## config.mk

```make
export PLATFORM = sky130hd
export DESIGN_NAME = fpga_mem_arbiter_flat
export DESIGN_NICKNAME = d
export VERILOG_FILES = /design/src/rtl/fpga_mem_arbiter_if.sv /design/src/rtl/fpga_mem_arbiter.sv /design/src/flat_wrapper.sv
export SDC_FILE = /design/constraint.sdc
export NUM_CORES = 1
export LEC_CHECK = 0
export CAP_MARGIN = 20
export CORE_AREA = 2 2 118 120
export DETAILED_ROUTE_END_ITERATION = 8
export DIE_AREA = 0 0 120 122
export GPL_ROUTABILITY_DRIVEN = 0
export PLACE_DENSITY_LB_ADDON = 0.05
export REMOVE_ABC_BUFFERS = 1
export SLEW_MARGIN = 30
export SYNTH_ARGS = -nofsm -noshare
export SYNTH_HDL_FRONTEND = slang
export SYNTH_SLANG_ARGS = --single-unit
export TNS_END_PERCENT = 100
```

## constraint.sdc

```tcl
create_clock -name clk100_clk -period 3 [get_ports clk100_clk]
set_input_delay 0.6 -clock clk100_clk [delete_from_list [all_inputs] [get_ports clk100_clk]]
set_output_delay 0.6 -clock clk100_clk [all_outputs]
set_load 0.005 [all_outputs]
```

## src/rtl/fpga_mem_arbiter_if.sv

```systemverilog
// rtl/fpga_mem_arbiter_if.sv - Avalon-MM style single-beat bus shared by requesters and the fpga_mem master
interface fpga_mem_arbiter_if #(
   parameter int ADDR_W = 27,
   parameter int DATA_W = 32
);
   logic [ADDR_W-1:0]   address;
   logic                read;
   logic                write;
   logic [DATA_W-1:0]   writedata;
   logic [DATA_W/8-1:0] byteenable;
   logic                waitrequest;
   logic [DATA_W-1:0]   readdata;
   logic                readdatavalid;

   modport master (
      output address, read, write, writedata, byteenable,
      input  waitrequest, readdata, readdatavalid
   );

   modport slave (
      input  address, read, write, writedata, byteenable,
      output waitrequest, readdata, readdatavalid
   );
endinterface

```

## src/rtl/fpga_mem_arbiter.sv

```systemverilog
// rtl/fpga_mem_arbiter.sv - two-requester round-robin arbiter for the HPS fpga_mem Avalon-MM master
// One command per grant; read responses are steered back in order through a grant-ID FIFO.
module fpga_mem_arbiter #(
   parameter int ADDR_W      = 27,
   parameter int DATA_W      = 32,
   parameter int MAX_PENDING = 4
) (
   input  logic                            clk100_clk,
   input  logic                            reset_clk100_reset_n,
   fpga_mem_arbiter_if.slave               s0,
   fpga_mem_arbiter_if.slave               s1,
   fpga_mem_arbiter_if.master              m,
   output logic                            m_burstcount,
   output logic                            m_debugaccess,
   output logic [$clog2(MAX_PENDING):0]    pending_cnt,
   output logic                            rsp_err
);
   localparam int PW = $clog2(MAX_PENDING);
   localparam int CW = PW + 1;

   typedef enum logic {IDLE, BUSY} state_e;

   state_e              state_q;
   logic                grant_q;
   logic                last_q;
   logic                grant_d;
   logic [MAX_PENDING-1:0] id_fifo_q;
   logic [PW-1:0]       wr_ptr_q;
   logic [PW-1:0]       rd_ptr_q;
   logic [CW-1:0]       cnt_q;
   logic [CW-1:0]       cnt_d;
   logic                rsp_err_q;

   logic                full;
   logic                empty;
   logic                elig0;
   logic                elig1;
   logic                busy;
   logic                sel_read;
   logic                sel_write;
   logic                accept;
   logic                push;
   logic                pop;
   logic                head;

   assign full  = (cnt_q == CW'(MAX_PENDING));
   assign empty = (cnt_q == '0);

   // Eligibility uses the registered count, so a same-cycle pop never unblocks a read.
   assign elig0 = s0.write | (s0.read & ~full);
   assign elig1 = s1.write | (s1.read & ~full);
   assign grant_d = (elig0 & elig1) ? ~last_q : elig1;

   assign busy      = (state_q == BUSY);
   assign sel_read  = grant_q ? s1.read  : s0.read;
   assign sel_write = grant_q ? s1.write : s0.write;

   assign m.address    = grant_q ? s1.address    : s0.address;
   assign m.writedata  = grant_q ? s1.writedata  : s0.writedata;
   assign m.byteenable = grant_q ? s1.byteenable : s0.byteenable;
   assign m.write      = busy & sel_write;
   assign m.read       = busy & sel_read & ~sel_write & ~full;
   assign m_burstcount  = 1'b1;
   assign m_debugaccess = 1'b0;

   assign s0.waitrequest = (busy & ~grant_q) ? m.waitrequest : 1'b1;
   assign s1.waitrequest = (busy &  grant_q) ? m.waitrequest : 1'b1;

   assign accept = (m.read | m.write) & ~m.waitrequest;
   assign push   = accept & m.read;
   assign pop    = m.readdatavalid & ~empty;
   assign head   = id_fifo_q[rd_ptr_q];

   assign s0.readdatavalid = pop & ~head;
   assign s1.readdatavalid = pop &  head;
   assign s0.readdata      = m.readdata;
   assign s1.readdata      = m.readdata;

   always_comb begin
      cnt_d = cnt_q;
      if (push && !pop) begin
         cnt_d = cnt_q + 1'b1;
      end else if (pop && !push) begin
         cnt_d = cnt_q - 1'b1;
      end
   end

   always_ff @(posedge clk100_clk or negedge reset_clk100_reset_n) begin
      if (!reset_clk100_reset_n) begin
         state_q <= IDLE;
         grant_q <= 1'b0;
         last_q  <= 1'b1;
      end else begin
         case (state_q)
            IDLE: begin
               if (elig0 | elig1) begin
                  grant_q <= grant_d;
                  state_q <= BUSY;
               end
            end
            BUSY: begin
               if (accept) begin
                  last_q  <= grant_q;
                  state_q <= IDLE;
               end else if (!(sel_read | sel_write)) begin
                  state_q <= IDLE;
               end
            end
            default: state_q <= IDLE;
         endcase
      end
   end

   // Reset flushes the ID FIFO; late responses afterwards land in rsp_err.
   always_ff @(posedge clk100_clk or negedge reset_clk100_reset_n) begin
      if (!reset_clk100_reset_n) begin
         id_fifo_q <= '0;
         wr_ptr_q  <= '0;
         rd_ptr_q  <= '0;
         cnt_q     <= '0;
         rsp_err_q <= 1'b0;
      end else begin
         if (push) begin
            id_fifo_q[wr_ptr_q] <= grant_q;
            wr_ptr_q            <= wr_ptr_q + 1'b1;
         end
         if (pop) begin
            rd_ptr_q <= rd_ptr_q + 1'b1;
         end
         cnt_q <= cnt_d;
         if (m.readdatavalid && empty) begin
            rsp_err_q <= 1'b1;
         end
      end
   end

   assign pending_cnt = cnt_q;
   assign rsp_err     = rsp_err_q;
endmodule

```

## src/flat_wrapper.sv

```systemverilog
// flat-port wrapper written by rule: the top's interface ports become plain ports
module fpga_mem_arbiter_flat 
#(
   parameter int ADDR_W      = 27,
   parameter int DATA_W      = 32,
   parameter int MAX_PENDING = 4
)
  (clk100_clk, reset_clk100_reset_n, m_burstcount, m_debugaccess, pending_cnt, rsp_err, s0_address, s0_read, s0_write, s0_writedata, s0_byteenable, s0_waitrequest, s0_readdata, s0_readdatavalid, s1_address, s1_read, s1_write, s1_writedata, s1_byteenable, s1_waitrequest, s1_readdata, s1_readdatavalid, m_address, m_read, m_write, m_writedata, m_byteenable, m_waitrequest, m_readdata, m_readdatavalid);
  fpga_mem_arbiter_if #(.ADDR_W(ADDR_W), .DATA_W(DATA_W)) s0_i ();
  fpga_mem_arbiter_if #(.ADDR_W(ADDR_W), .DATA_W(DATA_W)) s1_i ();
  fpga_mem_arbiter_if #(.ADDR_W(ADDR_W), .DATA_W(DATA_W)) m_i ();
  input  logic clk100_clk;
  input  logic reset_clk100_reset_n;
  output logic m_burstcount;
  output logic m_debugaccess;
  output logic [$clog2(MAX_PENDING):0] pending_cnt;
  output logic rsp_err;
  input wire logic [$bits(s0_i.address)-1:0] s0_address;
  input wire logic [$bits(s0_i.read)-1:0] s0_read;
  input wire logic [$bits(s0_i.write)-1:0] s0_write;
  input wire logic [$bits(s0_i.writedata)-1:0] s0_writedata;
  input wire logic [$bits(s0_i.byteenable)-1:0] s0_byteenable;
  output wire logic [$bits(s0_i.waitrequest)-1:0] s0_waitrequest;
  output wire logic [$bits(s0_i.readdata)-1:0] s0_readdata;
  output wire logic [$bits(s0_i.readdatavalid)-1:0] s0_readdatavalid;
  input wire logic [$bits(s1_i.address)-1:0] s1_address;
  input wire logic [$bits(s1_i.read)-1:0] s1_read;
  input wire logic [$bits(s1_i.write)-1:0] s1_write;
  input wire logic [$bits(s1_i.writedata)-1:0] s1_writedata;
  input wire logic [$bits(s1_i.byteenable)-1:0] s1_byteenable;
  output wire logic [$bits(s1_i.waitrequest)-1:0] s1_waitrequest;
  output wire logic [$bits(s1_i.readdata)-1:0] s1_readdata;
  output wire logic [$bits(s1_i.readdatavalid)-1:0] s1_readdatavalid;
  output wire logic [$bits(m_i.address)-1:0] m_address;
  output wire logic [$bits(m_i.read)-1:0] m_read;
  output wire logic [$bits(m_i.write)-1:0] m_write;
  output wire logic [$bits(m_i.writedata)-1:0] m_writedata;
  output wire logic [$bits(m_i.byteenable)-1:0] m_byteenable;
  input wire logic [$bits(m_i.waitrequest)-1:0] m_waitrequest;
  input wire logic [$bits(m_i.readdata)-1:0] m_readdata;
  input wire logic [$bits(m_i.readdatavalid)-1:0] m_readdatavalid;
  assign s0_i.address = s0_address;
  assign s0_i.read = s0_read;
  assign s0_i.write = s0_write;
  assign s0_i.writedata = s0_writedata;
  assign s0_i.byteenable = s0_byteenable;
  assign s0_waitrequest = s0_i.waitrequest;
  assign s0_readdata = s0_i.readdata;
  assign s0_readdatavalid = s0_i.readdatavalid;
  assign s1_i.address = s1_address;
  assign s1_i.read = s1_read;
  assign s1_i.write = s1_write;
  assign s1_i.writedata = s1_writedata;
  assign s1_i.byteenable = s1_byteenable;
  assign s1_waitrequest = s1_i.waitrequest;
  assign s1_readdata = s1_i.readdata;
  assign s1_readdatavalid = s1_i.readdatavalid;
  assign m_address = m_i.address;
  assign m_read = m_i.read;
  assign m_write = m_i.write;
  assign m_writedata = m_i.writedata;
  assign m_byteenable = m_i.byteenable;
  assign m_i.waitrequest = m_waitrequest;
  assign m_i.readdata = m_readdata;
  assign m_i.readdatavalid = m_readdatavalid;
  fpga_mem_arbiter #(.ADDR_W(ADDR_W), .DATA_W(DATA_W), .MAX_PENDING(MAX_PENDING)) u_core (.clk100_clk(clk100_clk), .reset_clk100_reset_n(reset_clk100_reset_n), .s0(s0_i), .s1(s1_i), .m(m_i), .m_burstcount(m_burstcount), .m_debugaccess(m_debugaccess), .pending_cnt(pending_cnt), .rsp_err(rsp_err));
endmodule
```

; ---- Word level (Yosys, flattened, before mapping)
; Cells that the tools add are included.
[totals]
register_bits = 15
inputBits = 166
[op_classes]
n_addsub = 4
n_lt_le_gt_ge = 3
eq_ne = 1
n_mux = 19
bitwise_logic = 27
reduce_logical = 10
[op_table]
columns = operator, count
row1 = two-way mux 32 bit, 1
row2 = two-way mux 27 bit, 1
row3 = bitwise AND 1 bit, 14
row4 = two-way mux 1 bit, 10
row5 = inverter 1 bit, 8
row6 = less-than comparator 2 x 3 -> 1 bit (second input constant), 2
row7 = two-way mux 3 bit, 2
row8 = OR 1 bit, 5
row9 = adder 2 x 1 -> 2 bit (second input constant), 2
row10 = bitwise mux 4 bit, 1
row11 = logical AND 1 bit, 4
row12 = two-way mux 4 bit, 1
row13 = AND reduction 2 bit, 2
row14 = adder 3 x 1 -> 3 bit (second input constant), 1
row15 = == test 3 bit (second input constant), 1
row16 = zero test 3 bit, 1
row17 = subtractor 3 x 1 -> 3 bit (second input constant), 1
row18 = binary-select mux 1 bit (select 2 bit), 1
row19 = demux 1 bit (select 2 bit), 1
row20 = greater-or-equal comparator 2 x 1 -> 1 bit (second input constant), 1
row21 = zero test 1 bit, 2
row22 = one-hot mux 1 bit (2 select lines), 1
row23 = nonzero test 2 bit, 1

; ---- Depth between registers and ports, before layout
[depth]
ltp_word = 11
ltp_mapped = 9
mapped_depth_nobuf = 8

; ---- Worst setup path after synthesis
; No wires, ideal clock.
[synth_timing]
path_kind = input-to-reg
startpoint = in s0_write
endpoint = reg u_core.cnt_q[2] (netlist: u_core.pending_cnt[2])
setup_ns = 0.079
arrival_time_ns = 2.311
slack_ns = 0.610
path_stages = 8
path_buffers = 0
path_cell_list = mux2_4 nor4_4 ha_1 inv_1 fa_1 xor2_1 nor2_1 xor2_1
[synth_between]
elab_chain_cells = 10
elab_cells_between_ends = 13
classes_between = mux: 2 / bitwise: 7 / reduce/logical: 4
[synth_lines]
columns = element, line_no
row1 = start: declaration, flat_wrapper.sv:20  ; input wire logic [$bits(s0_i.write)-1:0] s0_write;
row2 = two-way mux 1 bit (*), fpga_mem_arbiter.sv:56  ; assign sel_write = grant_q ? s1.write : s0.write;
row3 = inverter 1 bit, fpga_mem_arbiter.sv:62  ; assign m.read = busy & sel_read & ~sel_write & ~full;
row4 = bitwise AND 1 bit (2 in a row), fpga_mem_arbiter.sv:62
row5 = OR 1 bit, fpga_mem_arbiter.sv:69  ; assign accept = (m.read | m.write) & ~m.waitrequest;
row6 = bitwise AND 1 bit, fpga_mem_arbiter.sv:69
row7 = bitwise AND 1 bit (*), fpga_mem_arbiter.sv:70  ; assign push = accept & m.read;
row8 = named net u_core.push, fpga_mem_arbiter.sv:42  ; logic push;
row9 = zero test 1 bit, fpga_mem_arbiter.sv:83  ; end else if (pop && !push) begin
row10 = logical AND 1 bit, fpga_mem_arbiter.sv:83
row11 = nonzero test 2 bit (no source line), --
row12 = end signal: assignment, fpga_mem_arbiter.sv:130  ; cnt_q <= cnt_d;
row13 = end: declaration, fpga_mem_arbiter.sv:30  ; logic [CW-1:0] cnt_q;
; Mark *: on every way through the listed nets, which the timed path passes. The rest lies on a longest branch.
; A chain may end at the register's enable or synchronous reset.

; ---- Worst setup path after layout
[layout_timing]
startpoint = in s0_read
endpoint = out m_read
[layout_between]
elab_chain_cells = 4
[layout_lines]
columns = element, line_no
row1 = start: declaration, flat_wrapper.sv:19  ; input wire logic [$bits(s0_i.read)-1:0] s0_read;
row2 = two-way mux 1 bit, fpga_mem_arbiter.sv:55  ; assign sel_read = grant_q ? s1.read : s0.read;
row3 = bitwise AND 1 bit (3 in a row), fpga_mem_arbiter.sv:62
row4 = end: declaration, flat_wrapper.sv:35  ; output wire logic [$bits(m_i.read)-1:0] m_read;
; Every way passes these cells.

==> reports/results.md <==
| Item | Reported |
|---|---|
| Status | completed |
| Input/output buffers | 206 |
| Final clock period utilization by the worst path | 95.0% |
| Cell family with the largest share of critical-path delay | buffers and inverters |
| Avg WL per Cell | 21.1 µm |
| WP data arrival | 2.25 ns |
| Post-CTS setup buffers | 0 |
| Number of nets at the end of the flow | 537 |
| Row cnt | 43 |
| Number of iterations in the first detailed-routing pass | 2 |
| Critical path type | input pin to output pin |
| Overall track demand over capacity in global routing | 14.9% |
| Number of synthesis warnings | 0 |
| Cell repeated most along the worst path | clkdlybuf4s50_1 |
| Clock buffer count from CTS | 3 |
| Final worst setup slack | 0.151 ns |
| Data required time at the worst endpoint | 2.40 ns |
| Setup crit start kind | input pin |
| Post-route clock skew | 0.00196 ns |
| Clock root buffer | clkbuf_16 |
| Clk_lat worst skew | 0.24 ns |
| Fmax | 0.351 GHz |
| Worst voltage drop across the vdd grid | 0.267 mV |
| Cell Chain, Critical Path | clkdlybuf4s50_1 > mux2i_1 > nor4_2 > clkdlybuf4s50_1 |
| Layout cells sized above 1 | 24.2% |
| Placement-stage worst setup slack | 0.0856 ns |
| H-tree depth | 1 |
| Total power | 0.00256 W |
| Horiz. Die Dim | 120 µm |
| Starting DRT DRC Count | 112 |
| Dominant synthesized flop cell | dfrtp_1 |
| Detailed-route wire length | 11.5 mm |
| Detail Placement HPWL | 9.94 mm |
| Cell type with the largest total area after synthesis | mux2_2 |
| Largest net degree at the start of global routing | 33 |
| CTS tree | built |
| Sequential fraction of the synthesis area | 17.2% |
| Crit path time final | 2.85 ns |
| CTS clock-pin slew for the worst setup and hold paths | 0.05 ns |
| Buf+Inv Stages, Crit Path | 2 |
| Non-filler cells, final | 544 |
| Slew @ Worst Pin | 0.792 ns |
| Syn avg cell area | 9.83 µm² |
| Remaining global-route overflow | 0 |
| Placeable Area | 13,500 µm² |
| Total power per unit cell area | 628 nW/µm² |
| Vias | 2,233 |
| Headroom to the max-slew limit | 47.1% |
| Static leakage | 1.52 nW |
| Distinct cell type count of the synthesized netlist | 35 |
| Number of cells in the design after placement | 540 |
| Final Core Density | 30.1% |
| Crit-path max cell delay | 0.58 ns |
| Antenna violations before repair | 1 |
| Initial cell density of the core | 16.2% |
| Type of destination of the critical path | output pin |
| Area grow syn2layout | 86.5% |
| Post-detailed-route DRC marker count | 0 |
| Area fraction of the dominant cell type after synthesis | 35.1% |
| Register bit count reported by yosys | 15 |
| Vias in the first global route | 2,407 |
| Synthesized area | 2180 µm² |
| Count of endpoints failing hold in the final timing report | 0 |
| Final setup violation count | 0 |
| Number of violations of the max-capacitance limit | 0 |
| Global-route wire length before repair | 16.1 mm |
| Gate count of the mapped netlist | 222 |
| Die area | 14,600 µm² |
| Floorplan die height | 122 µm |
| Unrepaired setup endpoints after global routing | no |
| Crit Path Max Fanout | 6 |
| Max Transition Viols Final | 0 |
| Ports | 305 |
| Antenna-violating nets left | 0 |
| CTS Buffer Depth | 2 |
| Number of enable-type register cells in the synthesized netlist | 0 |
| Worst min-delay path class | flop to flop |
| Async SR Flop Fraction | 100% |
| TritonCTS Sinks | 15 |
| Biggest area contributors in the synthesized netlist | mux2_2 (35%), buf_4 (23%), dfrtp_1 (16%) |
| Average vias per placed instance | 4.10 |
| Slowest stage cell, crit path | mux2i_1 |
| Antenna cell count | 0 |
==> Yosys cell counts, drive strengths merged, types with 4 or more instances <==
master,instances
mux2,70
nor4,6
buf,73
nand2b,4
ha,5
xnor2,4
nand3b,6
nor2,5
dfrtp,14
inv,5
==> sequential cells by signal (all words and copies together) (netlist names) <==
register            flops
u_core.pending_cnt      3
u_core.busy             1
u_core.rd_ptr_q         2
u_core.rsp_err          1
u_core.grant_q          1
u_core.last_q           1
u_core.wr_ptr_q         2
u_core.id_fifo_q        4
==> final timing paths <==
| kind | endpoint | slack (ns) | start | cells after the start |
|---|---|---|---|---|
| worst max-delay path | m_read | 0.15 | s0_read | 4 |
| worst min-delay path | u_core.rsp_err | 0.46 | u_core.rsp_err | 1 |
| worst min register to register | u_core.rsp_err | 0.46 | u_core.rsp_err | 1 |
| min in group asynchronous | u_core.busy | 0.82 | reset_clk100_reset_n | 1 |
| max in group asynchronous | u_core.grant_q | 1.64 | reset_clk100_reset_n | 1 |
| worst max register to register | u_core.pending_cnt[2] | 0.68 | u_core.grant_q | 8 |
==> kinds of logic (layout without fill, tap and decap cells) <==
family,after synthesis,count (layout),share of synthesized area (%)
adders and majority gates,6,6,3.78
buffers and inverters,80,222,25.5
muxes,72,72,37.9
other,2,2,0.344
DFF,15,15,17.2
xor gates and xnor gates,6,6,2.41
AOI/OAI and AO/OA,12,12,3.73
and+or+nand+nor,29,29,9.05
==> power breakdown <==
group	leakage, nW	internal [W]	total [W]	switching, W
clock	0.0382	0.000180	0.000264	0.0000834
sequential	0.174	0.000313	0.000443	0.000129
combinational	1.31	0.00120	0.00185	0.000650
==> cells in the final DEF, fill, tap and decap left out <==
cell             instances
nor3_1                   2
fa_1                     1
mux2_2                  68
and3_1                   1
dfstp_2                  1
nor3b_2                  1
ha_1                     5
inv_1                    5
nand2b_1                 4
conb_1                   2
o21bai_1                 1
xnor2_1                  4
xor2_1                   2
nor4_4                   1
nand3b_1                 6
nor4_2                   1
clkbuf_1                 1
buf_4                    7
or2_2                    1
dfrtp_2                  1
and2_1                   1
or3b_2                   1
a22o_1                   1
o32a_1                   1
o21ai_0                  2
mux2i_1                  1
a211oi_1                 1
nor2_1                   5
mux2_4                   2
clkbuf_16                3
o22ai_1                  2
nor4_1                   4
nor2b_1                  1
dfrtp_1                 13
clkdlybuf4s50_1        206
mux4_2                   1
a21o_1                   2
a21oi_1                  2
==> metal layers <==
metal | part of all wire, % | GRT usage, % | up-vias | wire length, µm
li1 | - | - | 989 | -
met1 | 40 | 18.3 | 1059 | 4590
met2 | 45 | 22.2 | 175 | 5180
met3 | 14 | 10.1 | 6 | 1580
met4 | 0.34 | 1.03 | 4 | 39
met5 | 0.64 | 3.82 | - | 73
==> worst reg2reg max path, delay by kind of cell (launching register included) <==
family	cells	cell delay [ns]
DFF	1	0.48
adders and majority gates	2	0.60
buffers and inverters	1	0.06
xor gates and xnor gates	2	0.30
muxes	1	0.39
and+or+nand+nor	2	0.43
==> timing repair <==
item / 4_1_cts / 5_1_grt
setup endpoints to repair: 0 / 1
gates resized for setup: 0 / 1
hold buffers: 0 / 0
==> cell type report <==
class	count	area (µm²)
clock buffer	4	78.8
fill	1408	9430
inverter	5	18.8
multi-input combinational	127	1260
sequential	15	378
tap	180	225
timing repair buffer	213	2110
==> through the flow <==
stage | TNS [ns] | instance area (µm²) | hold slack (ns)
after floorplan | -2.10 | 1650 | 0.304
after global placement | 0 | 3990 | 0.456
after detailed placement | 0 | 3990 | 0.459
after CTS | 0 | 4070 | 0.467
after global routing | 0 | 4070 | 0.487
final | 0 | 4070 | 0.458
Power figures use the tool's default switching activity.
==> edit, RTL diff (config.mk and constraints unchanged) <==
Put one more register stage on the output `pending_cnt`, cleared by the reset. The value now appears one clock later. The other outputs are not delayed to match.
--- a/src/rtl/fpga_mem_arbiter.sv
+++ b/src/rtl/fpga_mem_arbiter.sv
@@ -135,5 +135,11 @@
    end
 
-   assign pending_cnt = cnt_q;
+   always_ff @(posedge clk100_clk or negedge reset_clk100_reset_n) begin
+      if (!reset_clk100_reset_n) begin
+         pending_cnt <= '0;
+      end else begin
+         pending_cnt <= cnt_q;
+      end
+   end
    assign rsp_err     = rsp_err_q;
 endmodule
Behaviour: not the same (Yosys sat finds a counterexample within 4 cycles, from zero or initial values and one cycle with reset_clk100_reset_n low).
==> edit against the original RTL <==
Total power grew 1.8%; synthesized cell count grew 1.4%; area after synthesis grew 3.4%; wire length shrank 4.6%; fmax grew 0.98%; setup slack gained 0.028 ns; clock power grew 2%; design area grew 1.7%; sequential cell count grew 3; first-iteration DRC count shrank 65%.
==> edit: results (changes against the original RTL) <==
Parameter                              Value

Drt
  Routed length on met3    1890 um (+19%)
  Met2 Wirelength    5040 um (-2.8%)
  Routed met1 length    3850 um (-16%)
  Drt total wl    10900 um (-4.6%)
  Average wire per standard cell    20.0 um (-5.2%)
  Number of iterations in the first detailed-routing pass    4 (+2)

STA
  Worst-case headroom to the max-slew limit    0.580 (+0.109)
  Largest clock skew in the final design    0.00136 ns (-0.000601 ns)

Global route
  Met3 capacity usage during global routing    0.125 (+0.0239)
  Met1 Resource Use GR    0.153 (-0.0298)
  Largest net degree at the start of global routing    31 (-6.1%)
  Number of antenna violations at the first check in global routing    0 (-1)
  Vias in the first global route    2417 (+0.42%)
  First-pass GRT wire length    15400 um (-4.6%)
  Global-route met2 utilization    0.213 (-0.00888)

Layout
  Final net count    540 (+0.56%)
  Ant. Diodes    0 (unchanged)
  Proportion of layout cells with a drive suffix above 1    0.237 (-0.00470)
  Total of fill cells in the finished design    1412 (+0.28%)

Synthesis
  Multiplexer share of the synthesized area    0.367 (-0.0126)
  Top area cells in the synthesized netlist    mux2_2, buf_4, dfrtp_1
  Ranking of synthesized cells by instance count    mux2_2, buf_4, dfrtp_1
  Synthesized-area fraction occupied by ao, oa, aoi and oai cells    0.0360 (-0.00124)
  Xor/xnor share of the synthesized area    0.0233 (-0.000800)
  Sequential share of the synthesized area    0.200 (+0.0275)

Placed design
  HPWL after detailed placement    9420 um (-5.2%)

Power
  Pleak    1.56 nW (+2.3%)
  Highest ir drop seen on vdd    250 uV (-6.6%)

Worst setup path
  Arrival time at the worst endpoint    2.22 ns (-0.03 ns)
  Maximum single-stage delay on the critical path    0.54 ns (-0.04 ns)

Outcome
  Result of the run    complete, no violations
[edit: cell count changes in the layout (fill, tap and decap cells not counted), sizes merged]
| cell | delta |
|---|---|
| dfrtp | +3 |
[edit: area by class of cell]
cell class,instances,share of cell area
timing repair buffer,213,0.511
sequential,18,0.109
multi-input combinational,127,0.302
clock buffer,4,0.0190
inverter,5,0.00453
tap,180,0.0544
[edit: where the power goes]
group          leakage, nW  total (mW)  switching [mW]  internal, mW
combinational         1.31        1.83           0.627          1.20
sequential           0.209       0.508           0.134         0.374
clock               0.0382       0.269          0.0885         0.180
[edit: final timing paths]
check / cells past startpoint / endpoint / slack [ns] / start
max in group asynchronous: 2 / u_core.last_q / 2.06 / reset_clk100_reset_n
setup / recovery: 4 / m_read / 0.18 / s1_read
hold reg to reg: 1 / u_core.rsp_err / 0.46 / u_core.rsp_err
hold / removal: 1 / u_core.rsp_err / 0.46 / u_core.rsp_err
setup reg to reg: 8 / u_core.cnt_q[2] / 0.69 / u_core.grant_q
min in group asynchronous: 2 / u_core.busy / 0.69 / reset_clk100_reset_n
[edit: stage by stage]
step	instance area (um2)	total power [mW]	setup slack, ns
3_5_place_dp	4060	2.37	0.154
3_3_place_gp	4060	2.40	0.212
2_1_floorplan	1720	1.36	-0.712
6_report	4140	2.60	0.179
5_1_grt	4140	2.82	0.0790
4_1_cts	4140	2.66	0.177
[edit: cell families (layout without fill, tap and decap cells)]
| group | count (synthesis) | in the layout |
|---|---|---|
| fa+ha+maj | 6 | 6 |
| flops | 18 | 18 |
| mux | 72 | 72 |
| buf+inv | 80 | 222 |
| xor+xnor | 6 | 6 |
| simple gates | 29 | 29 |
| other cells | 2 | 2 |
| compound gates | 12 | 12 |
